**src/rtl/db_req.sv**
```systemverilog
// Doorbell readiness query: sends one doorbell request beat to des_id, waits for
// the endpoint's reply, and retries with a back-off gap on failure or timeout.
module db_req #(
  parameter int TIMEOUT_CYCLES = 1024,
  parameter int MAX_RETRY      = 3,
  parameter int RETRY_GAP      = 64
) (
  input  logic        log_clk,
  input  logic        log_rst,
  input  logic [15:0] src_id,
  input  logic [15:0] des_id,
  input  logic        db_start,
  // request channel
  input  logic        ireq_tready_in,
  output logic        ireq_tvalid_o,
  output logic        ireq_tlast_o,
  output logic [63:0] ireq_tdata_o,
  output logic [7:0]  ireq_tkeep_o,
  output logic [31:0] ireq_tuser_o,
  // response channel
  input  logic        iresp_tvalid_in,
  input  logic        iresp_tlast_in,
  input  logic [63:0] iresp_tdata_in,
  input  logic [7:0]  iresp_tkeep_in,
  input  logic [31:0] iresp_tuser_in,
  output logic        iresp_tready_o,
  // status
  output logic        busy_o,
  output logic        done_o,
  output logic        ep_ready_o,
  output logic        fail_o,
  output logic        timeout_o,
  output logic [1:0]  state_dbg
);

  // Handshake: a beat transfers on a rising edge where valid and ready are both 1;
  // once valid is raised, the beat (data, keep, user, last) is held unchanged
  // until that transfer, and valid never drops before it.

  typedef enum logic [1:0] {
    IDLE    = 2'd0,
    SEND    = 2'd1,
    WAIT    = 2'd2,
    BACKOFF = 2'd3
  } state_t;

  localparam int TW = (TIMEOUT_CYCLES > 1) ? $clog2(TIMEOUT_CYCLES) : 1;
  localparam int GW = (RETRY_GAP > 1) ? $clog2(RETRY_GAP) : 1;
  localparam int RW = $clog2(MAX_RETRY + 1) + 1;

  localparam logic [15:0] INFO_READY = 16'h0100;
  localparam logic [3:0]  FTYPE_DB   = 4'hA;

  state_t          state;
  logic [TW-1:0]   wait_cnt;
  logic [GW-1:0]   gap_cnt;
  logic [RW-1:0]   retry_cnt;
  logic [7:0]      tid;
  logic            first_beat;

  logic            resp_hit;
  logic            resp_ok;
  logic            wait_last;
  logic            retry_left;
  logic [15:0]     resp_info;
  logic [63:0]     req_data;
  logic            unused_resp_bits;

  assign state_dbg = state;

  // Responses are always accepted; only reset holds the channel off.
  assign iresp_tready_o = ~log_rst;

  assign resp_info  = iresp_tdata_in[31:16];
  assign resp_hit   = (state == WAIT) && iresp_tvalid_in && first_beat &&
                      (iresp_tdata_in[55:52] == FTYPE_DB) &&
                      (iresp_tuser_in[31:16] == des_id);
  assign resp_ok    = resp_hit && (resp_info == INFO_READY);
  assign wait_last  = (wait_cnt == TW'(TIMEOUT_CYCLES - 1));
  assign retry_left = (retry_cnt < RW'(MAX_RETRY));

  // Doorbell header: TID, ftype, fixed fields, info 16'h0001 (readiness query).
  assign req_data = {tid, FTYPE_DB, 7'b0000001, 1'b0, 12'h000, 16'h0001, 16'h0000};

  assign unused_resp_bits = ^{iresp_tkeep_in, iresp_tdata_in[63:56],
                              iresp_tdata_in[51:32], iresp_tdata_in[15:0],
                              iresp_tuser_in[15:0]};

  // Decoding is limited to the first beat of each response packet.
  always_ff @(posedge log_clk or posedge log_rst) begin
    if (log_rst) begin
      first_beat <= 1'b1;
    end else if (iresp_tvalid_in) begin
      first_beat <= iresp_tlast_in;
    end
  end

  always_ff @(posedge log_clk or posedge log_rst) begin
    if (log_rst) begin
      state         <= IDLE;
      wait_cnt      <= '0;
      gap_cnt       <= '0;
      retry_cnt     <= '0;
      tid           <= 8'h00;
      ireq_tvalid_o <= 1'b0;
      ireq_tlast_o  <= 1'b0;
      ireq_tdata_o  <= '0;
      ireq_tkeep_o  <= '0;
      ireq_tuser_o  <= '0;
      busy_o        <= 1'b0;
      done_o        <= 1'b0;
      ep_ready_o    <= 1'b0;
      fail_o        <= 1'b0;
      timeout_o     <= 1'b0;
    end else begin
      done_o <= 1'b0;
      case (state)
        IDLE: begin
          if (db_start) begin
            state      <= SEND;
            busy_o     <= 1'b1;
            ep_ready_o <= 1'b0;
            fail_o     <= 1'b0;
            timeout_o  <= 1'b0;
            retry_cnt  <= '0;
          end
        end

        SEND: begin
          if (!ireq_tvalid_o) begin
            ireq_tvalid_o <= 1'b1;
            ireq_tlast_o  <= 1'b1;
            ireq_tdata_o  <= req_data;
            ireq_tkeep_o  <= 8'hFF;
            ireq_tuser_o  <= {src_id, des_id};
          end else if (ireq_tready_in) begin
            ireq_tvalid_o <= 1'b0;
            ireq_tlast_o  <= 1'b0;
            ireq_tdata_o  <= '0;
            ireq_tkeep_o  <= '0;
            ireq_tuser_o  <= '0;
            tid           <= tid + 8'h01;
            wait_cnt      <= '0;
            state         <= WAIT;
          end
        end

        WAIT: begin
          // A match on the final timeout cycle takes priority over the timeout.
          if (resp_ok) begin
            ep_ready_o <= 1'b1;
            done_o     <= 1'b1;
            busy_o     <= 1'b0;
            state      <= IDLE;
          end else if (resp_hit || wait_last) begin
            if (!resp_hit) begin
              timeout_o <= 1'b1;
            end
            if (retry_left) begin
              retry_cnt <= retry_cnt + 1'b1;
              gap_cnt   <= '0;
              state     <= BACKOFF;
            end else begin
              fail_o <= 1'b1;
              done_o <= 1'b1;
              busy_o <= 1'b0;
              state  <= IDLE;
            end
          end else begin
            wait_cnt <= wait_cnt + 1'b1;
          end
        end

        BACKOFF: begin
          if (gap_cnt == GW'(RETRY_GAP - 1)) begin
            state <= SEND;
          end else begin
            gap_cnt <= gap_cnt + 1'b1;
          end
        end

        default: state <= IDLE;
      endcase
    end
  end

endmodule

```
**config.mk**
```make
export PLATFORM = sky130hd
export DESIGN_NAME = db_req
export DESIGN_NICKNAME = d
export VERILOG_FILES = /design/src/rtl/db_req.sv
export SDC_FILE = /design/constraint.sdc
export NUM_CORES = 1
export LEC_CHECK = 0
export ABC_AREA = 1
export CAP_MARGIN = 40
export CORE_ASPECT_RATIO = 1.1
export CORE_MARGIN = 8
export CORE_UTILIZATION = 25
export DETAILED_ROUTE_END_ITERATION = 8
export HOLD_SLACK_MARGIN = 0.1
export SYNTH_ARGS = -nofsm -noshare
export SYNTH_HDL_FRONTEND = slang
export SYNTH_SLANG_ARGS = --single-unit
```
**constraint.sdc**
```tcl
create_clock -name log_clk -period 3.8 [get_ports log_clk]
set_clock_uncertainty 0.05 [all_clocks]
set_input_delay 0.38 -clock log_clk [delete_from_list [all_inputs] [get_ports log_clk]]
set_output_delay 0.38 -clock log_clk [all_outputs]
set_load 0.02 [all_outputs]
```
==> reports/results.tsv, run 1 <==
stage	metric	value	unit
run_status	status	finished clean	
route	ant_nets	0	
clock_tree	htree_levels	3	
floorplan	die_height	157	um
route	drt_iter0_drc	212	
global_routing	grt_pass1_vias	3886	
clock_tree	cts_num_sinks	77	
logic_synthesis	synth_compound_area_share	4.50	%
route	wl_per_cell	13.9	um
global_routing	grt_max_degree	45	
sta	hold_viol	0	
clock_tree	clk_pin_slew_worst_paths	0.06	ns
finish	drive_gt1_share	4.97	%
floorplan	coreArea	0.0177	mm^2
critical_path	cp.arrival	2.75	ns
sta	fin_crit_sh	67.8	%
floorplan	die_w	144	um
route	via_count	3961	
finish	register_area	0.00193	mm^2
sta	fin_hold_ws	0.424	ns
critical_path	startpoint_type	register	
sta	fmax	0.388	GHz
critical_path	critPathMaxStageDelay	0.44	ns
sta	rsz0062_at_grt	no	
finish	multi_input_area	0.00203	mm^2
clock_tree	hold_buffers	0	
sta	max_slew_margin	63.9	%
logic_synthesis	synth-seq-cells	77	
logic_synthesis	yosys.area_share.simple	30.4	%
route	drtPass1Iterations	4	
pwr	cellLeakagePower	0.00309	uW
placement	place.gp.congestion	0.805	
global_routing	grt_pass1_wl	20.7	mm
finish	layout_commonest_cell	nand2_1	
sta	setup_viol	0	
floorplan	io_pins	256	
floorplan	start_util	25.5	%
finish	nets	870	
logic_synthesis	synthDistinctLibCells	31	
sta	setup_tns	0	ns
sta	worst_pin_slew	0.541	ns
placement	placed_cell_area	0.00587	mm^2
placement	dpl.hpwl	10.2	mm
job	cap_violations	0	
logic_synthesis	synth_mux_area_share	0	%
route	viasPerCell	4.11	
logic_synthesis	synthAdderAreaFrac	2.21	%
clock_tree	cts_setup_buffers	0	
clock_tree	clk_latency	0.34	ns
hold_path	min_path_type	register to register	
logic_synthesis	yosysSeqAreaShare	42.6	%
logic_synthesis	synth-xor-area-share	3.29	%
critical_path	path_max_fanout	27	
pwr	peakVddDrop	263	uV
logic_synthesis	avgSynthCellArea	7.56	um^2
critical_path	cp-end-kind	register	
critical_path	critPathKind	register to register	
finish	n_fill_cell	1913	
global_routing	overflow	0	
floorplan	rows	51	
sta	layout_min_cycle_time	2.58	ns
pwr	powerDensity	638	mW/mm^2
clock_tree	numCtsBuffers	9	
clock_tree	cts_max_path_buffers	2	
finish	design_area	0.00619	mm^2
critical_path	critPathRequiredTime	3.98	ns
finish	final_cell_mix	156 x nand2_1, 135 x clkdlybuf4s50_1, 84 x nand3_1	
clock_tree	cts_root_buf	clkbuf_16	
global_routing	grtUsageTotal	11.8	%
logic_synthesis	synth_top_family_by_area	simple AND/OR/NAND/NOR gates	
logic_synthesis	syn_area	0.00453	mm^2
logic_synthesis	syn_inst	599	
clock_tree	cts.repair.resized	0	
global_routing	grt_antenna_before_repair	0	
finish	post-route-util	34.9	%
route	wirelength	13.4	mm
logic_synthesis	yosys-top-cells-area	dfrtp_1 42%, nand2_1 13%, buf_4 11%	
floorplan	die_area	0.0227	mm^2
critical_path	crit_chain	inv_1, ha_1, buf_4, nand2_2, nor2_1, nand4_1, nor2_1, nand4_1, xor2_1	
critical_path	reg2reg_slack	1.22	ns
finish	area.growth.synth_to_final	36.7	%
clock_tree	tritoncts	yes	
critical_path	slowest_stage	dfrtp_1	
sta	drv_slew	0	
route	drc	0	
logic_synthesis	yosys.area.top_type	dfrtp_1	
placement	portBuffers	135	
logic_synthesis	yosys_warnings	0	
logic_synthesis	synth_top_area_share	42.0	%
==> metrics by stage <==
stage	instances	power, uW	setup slack (ns)
6_report	964	3950	1.22
5_1_grt	963	4240	0.944
4_1_cts	963	4020	1.19
3_5_place_dp	947	3070	1.23
3_3_place_gp	947	3060	1.27
2_1_floorplan	650	2390	1.25
==> final timing paths <==
kind                              startpoint          endpoint  cells past startpoint
min in group asynchronous            log_rst   ireq_tuser_o[1]                      3
worst max register to register  state_dbg[1]            tid[7]                      9
worst max-delay path            state_dbg[1]            tid[7]                      9
worst min-delay path             wait_cnt[3]       wait_cnt[3]                      2
max in group asynchronous            log_rst  ireq_tdata_o[56]                      4
worst min register to register   wait_cnt[3]       wait_cnt[3]                      2
==> logic make-up (layout without fill, tap and decap cells) <==
logic type,after synthesis,in the layout
AOI/OAI and AO/OA,40,40
xor gates and xnor gates,17,17
adders and majority gates,8,8
buffers and inverters,138,213
DFF,77,77
other,1,53
and+or+nand+nor,318,318
==> synthesized netlist by cell type <==
| cell type | number |
|---|---|
| nand2_2 | 4 |
| buf_1 | 4 |
| nor4_1 | 1 |
| buf_6 | 1 |
| clkbuf_1 | 13 |
| nand3_2 | 1 |
| nor3_1 | 4 |
| o21ai_0 | 22 |
| xor2_1 | 11 |
| nor2_2 | 1 |
| buf_2 | 2 |
| xnor2_1 | 6 |
| conb_1 | 1 |
| dfstp_2 | 1 |
| inv_2 | 1 |
| o21ai_1 | 10 |
| o21a_1 | 1 |
| nand4_2 | 1 |
| nand4_1 | 7 |
| nor3b_1 | 3 |
| a31oi_1 | 1 |
| inv_1 | 53 |
| buf_4 | 64 |
| ha_1 | 8 |
| nand3b_1 | 2 |
| nor2_1 | 52 |
| nand3_1 | 84 |
| nor2_4 | 1 |
| dfrtp_1 | 76 |
| a21oi_1 | 6 |
| nand2_1 | 157 |
==> sequential cells by signal, summed over array words and instances, names as in the netlist <==
| name | cells |
|---|---|
| done_o | 1 |
| retry_cnt | 3 |
| wait_cnt | 10 |
| gap_cnt | 6 |
| first_beat | 1 |
| ireq_tkeep_o | 1 |
| ireq_tuser_o | 32 |
| ireq_tdata_o | 8 |
| ep_ready_o | 1 |
| fail_o | 1 |
| busy_o | 1 |
| state_dbg | 2 |
| tid | 8 |
| timeout_o | 1 |
| ireq_tvalid_o | 1 |
==> routing by layer <==
metal	track usage [%]	vias up	share of wire (%)
met2	19.6	127	49
met1	14.6	1793	42
li1	-	2032	-
met4	2.93	0	0.86
met3	3.60	9	8.5
met5	0	-	0
==> where the power goes <==
| part | internal, uW | total (uW) | switching, uW |
|---|---|---|---|
| Sequential | 1050 | 1210 | 162 |
| Clock | 565 | 917 | 352 |
| Combinational | 717 | 1820 | 1110 |
==> critical path: cells and delay by family, from the launching register on <==
kind                       cells  cell delay [ns]
and+or+nand+nor                5             1.24
adders and majority gates      1             0.15
buffers and inverters          2             0.41
xor gates and xnor gates       1             0.17
DFF                            1             0.44
==> final cells by class <==
type / count / share of cell area [%]
Multi-Input combinational cell: 435 / 32.8
Sequential cell: 77 / 31.1
Timing Repair Buffer: 143 / 22.8
Tap cell: 238 / 4.81
Clock buffer: 12 / 4.30
Inverter: 54 / 3.29
Clock inverter: 4 / 0.869
Antenna cell: 1 / 0.0404
Power figures use the tool's default switching activity.
==> inputs of run 2 (changes only) <==
==> constraint.sdc (replaced) <==
create_clock -name log_clk -period 2.6 [get_ports log_clk]
set_clock_uncertainty 0.05 [all_clocks]
set_input_delay 0.26 -clock log_clk [delete_from_list [all_inputs] [get_ports log_clk]]
set_output_delay 0.26 -clock log_clk [all_outputs]
set_load 0.02 [all_outputs]
==> run 2 against run 1 <==
  * Cell count unchanged
  * Hold slack got worse by 0.058 ns
  * Sequential cell count unchanged
  * Sequential power increased by 46%
  * Utilization increased by 0.20 points
  * Critical endpoint is now gap_cnt[4]
==> reports/results.tsv, run 2 (same netlist as run 1, synthesis figures left out) <==
stage	metric	value	unit	change
route	drtPass1Iterations	4		unchanged
sta	setup_tns	0	ns	unchanged
floorplan	die_area	0.0227	mm^2	unchanged
critical_path	worst-path-buf-inv	2		unchanged
job	cap_violations	0		unchanged
clock_tree	cts_max_path_buffers	2		unchanged
critical_path	cp-end-kind	register		unchanged
route	drc	0		unchanged
critical_path	reg2reg_slack	0.34	ns	was 1.22 ns
sta	fmax	0.443	GHz	was 0.388 GHz
clock_tree	clk_latency	0.34	ns	about the same
run_status	status	finished clean		unchanged
finish	layout_commonest_cell	nand2_1		unchanged
finish	top_register	ireq_tuser_o		unchanged
pwr	p_switching	2370	uW	was 1620 uW
clock_tree	htree_levels	3		unchanged
clock_tree	hold_buffers	0		unchanged
sta	hold_viol	0		unchanged
clock_tree	tritoncts	yes		unchanged
sta	worst_pin_slew	0.517	ns	was 0.541 ns
clock_tree	clk_pin_slew_worst_paths	0.06	ns	about the same
pwr	pwr-share-clk	23.6	%	was 23.2%
critical_path	critPathMaxStageDelay	0.43	ns	was 0.44 ns
route	wl_per_cell	13.8	um	was 13.9 um
floorplan	rows	51		unchanged
route	viasPerCell	4.10		was 4.11
finish	top_regs	ireq_tuser_o x32, wait_cnt x10		unchanged
finish	antenna_cells	0		was 1
finish	nets	871		was 870
floorplan	coreArea	0.0177	mm^2	unchanged
floorplan	start_util	25.5	%	unchanged
global_routing	grtUsageTotal	11.6	%	was 11.8%
hold_path	min_path_type	primary input to asynchronous set/reset pin		was register to register
pwr	peakVddDrop	345	uV	was 263 uV
floorplan	die_w	144	um	unchanged
clock_tree	cts_setup_buffers	0		unchanged
critical_path	crit_chain	inv_1, ha_1, nand2_1, inv_1, nand2_1, nor2_1, nand2_1, nor2_1, nand3_1, nand3_2, nand2_2, nor2_2, nand2_1, nand2_1		was inv_1, ha_1, buf_4, nand2_2, nor2_1, nand4_1, nor2_1, nand4_1, xor2_1
global_routing	grt_pass1_vias	3879		was 3886
placement	place.gp.congestion	0.812		was 0.805
critical_path	cpMostUsedCell	nand2_1		
pwr	cellLeakagePower	0.00311	uW	was 0.00309 uW
placement	dpl.hpwl	10.2	mm	about the same
global_routing	grt_max_degree	78		was 45
critical_path	cp.arrival	2.49	ns	was 2.75 ns
pwr	powerDensity	940	mW/mm^2	was 638 mW/mm^2
sta	rsz0062_at_grt	no		unchanged
critical_path	startpoint_type	register		unchanged
pwr	p_int	3480	uW	was 2330 uW
route	drt_iter0_drc	168		was 212
pwr	p_comb_share	46.2	%	was 46.1%
global_routing	overflow	0		unchanged
pwr	switching_share	40.5	%	was 41.0%
sta	max_slew_margin	65.5	%	was 63.9%
clock_tree	cts.repair.resized	0		unchanged
global_routing	grt_antenna_before_repair	0		unchanged
floorplan	die_height	157	um	unchanged
critical_path	crit_family	simple AND/OR/NAND/NOR gates		unchanged
sta	layout_min_cycle_time	2.26	ns	was 2.58 ns
critical_path	path_max_fanout	11		was 27
pwr	power_frac_seq	30.3	%	was 30.7%
critical_path	slowest_stage	dfrtp_1		unchanged
clock_tree	cts_num_sinks	77		unchanged
clock_tree	cts_root_buf	clkbuf_16		unchanged
sta	setup_viol	0		unchanged
critical_path	critPathKind	register to register		unchanged
route	ant_nets	0		unchanged
finish	final_cell_mix	156 x nand2_1, 135 x clkdlybuf4s50_1, 84 x nand3_1		unchanged
clock_tree	numCtsBuffers	9		unchanged
route	wirelength	13.3	mm	was 13.4 mm
floorplan	io_pins	256		unchanged
global_routing	grt_pass1_wl	20.3	mm	was 20.7 mm
sta	drv_slew	0		unchanged
route	via_count	3955		was 3961
sta	fin_hold_ws	0.366	ns	was 0.424 ns
finish	area.growth.synth_to_final	37.4	%	was 36.7%
finish	largest_reg_flops	32		unchanged
sta	fin_crit_sh	86.9	%	was 67.8%
critical_path	critPathRequiredTime	2.83	ns	was 3.98 ns
finish	drive_gt1_share	5.10	%	was 4.97%
placement	portBuffers	135		unchanged
==> run 2: changes by cell type in the layout (fill, tap and decap cells not counted) <==
cell / previous run / this run
clkinv_4: 0 / 1
buf_4: 8 / 7
bufinv_16: 1 / 2
buf_12: 0 / 2
clkbuf_8: 3 / 1
clkinv_2: 1 / 3
inv_6: 1 / 0
diode_2: 1 / 0
clkinvlp_4: 2 / 1
==> run 2: final timing paths <==
| check | start | end | depth (start not counted) |
|---|---|---|---|
| min reg2reg | busy_o | busy_o | 2 |
| max reg2reg | state_dbg[0] | gap_cnt[4] | 14 |
| max | state_dbg[0] | gap_cnt[4] | 14 |
| min | log_rst | ireq_tuser_o[9] | 3 |
| max in group asynchronous | log_rst | first_beat | 3 |
| min in group log_clk | iresp_tlast_in | first_beat | 3 |
==> run 2: worst reg2reg max path: stages, from the launching register on <==
cell and delay, ns:
dfrtp_1 0.43, inv_1 0.10, ha_1 0.24, nand2_1 0.07, inv_1 0.05, nand2_1 0.06, nor2_1 0.12, nand2_1 0.06
nor2_1 0.11, nand3_1 0.16, nand3_2 0.15, nand2_2 0.19, nor2_2 0.27, nand2_1 0.08, nand2_1 0.07
==> run 2: routing by layer <==
metal / vias to the layer above / share of wire, % / track usage (%)
met5: - / 0 / 0
met4: 0 / 1.2 / 3.72
met3: 13 / 7.7 / 3.00
met2: 105 / 49 / 19.3
met1: 1812 / 43 / 14.2
li1: 2025 / - / -
==> run 2: area by class of cell <==
type | instances | area (um^2)
multi-input cells | 435 | 2030
fillers | 1908 | 11500
flip-flops and latches | 77 | 1930
clock inverters | 6 | 86.3
repair buffers | 144 | 1440
well taps | 238 | 298
clock buffers | 10 | 239
inverters | 54 | 204
==> run 2: through the flow <==
stage | util (%) | instances | worst slack (ns) | area, um^2 | total power (uW)
2_1_floorplan | - | 650 | 0.169 | 4720 | 3490
3_3_place_gp | 33.3 | 948 | 0.274 | 5900 | 4510
3_5_place_dp | 33.3 | 948 | 0.281 | 5900 | 4530
4_1_cts | 35.1 | 964 | 0.318 | 6230 | 5940
5_1_grt | 35.1 | 964 | 0.0418 | 6230 | 6250
6_report | 35.1 | 964 | 0.341 | 6230 | 5850
==> run 2: power groups by stage <==
stage / Clock, uW / Sequential [uW] / Combinational (uW)
final: 1380 / 1770 / 2700
after global routing: 1460 / 1830 / 2960
after CTS: 1420 / 1780 / 2750
after detailed placement: 0 / 1800 / 2730
after global placement: 0 / 1780 / 2730
after floorplan: 0 / 2070 / 1430
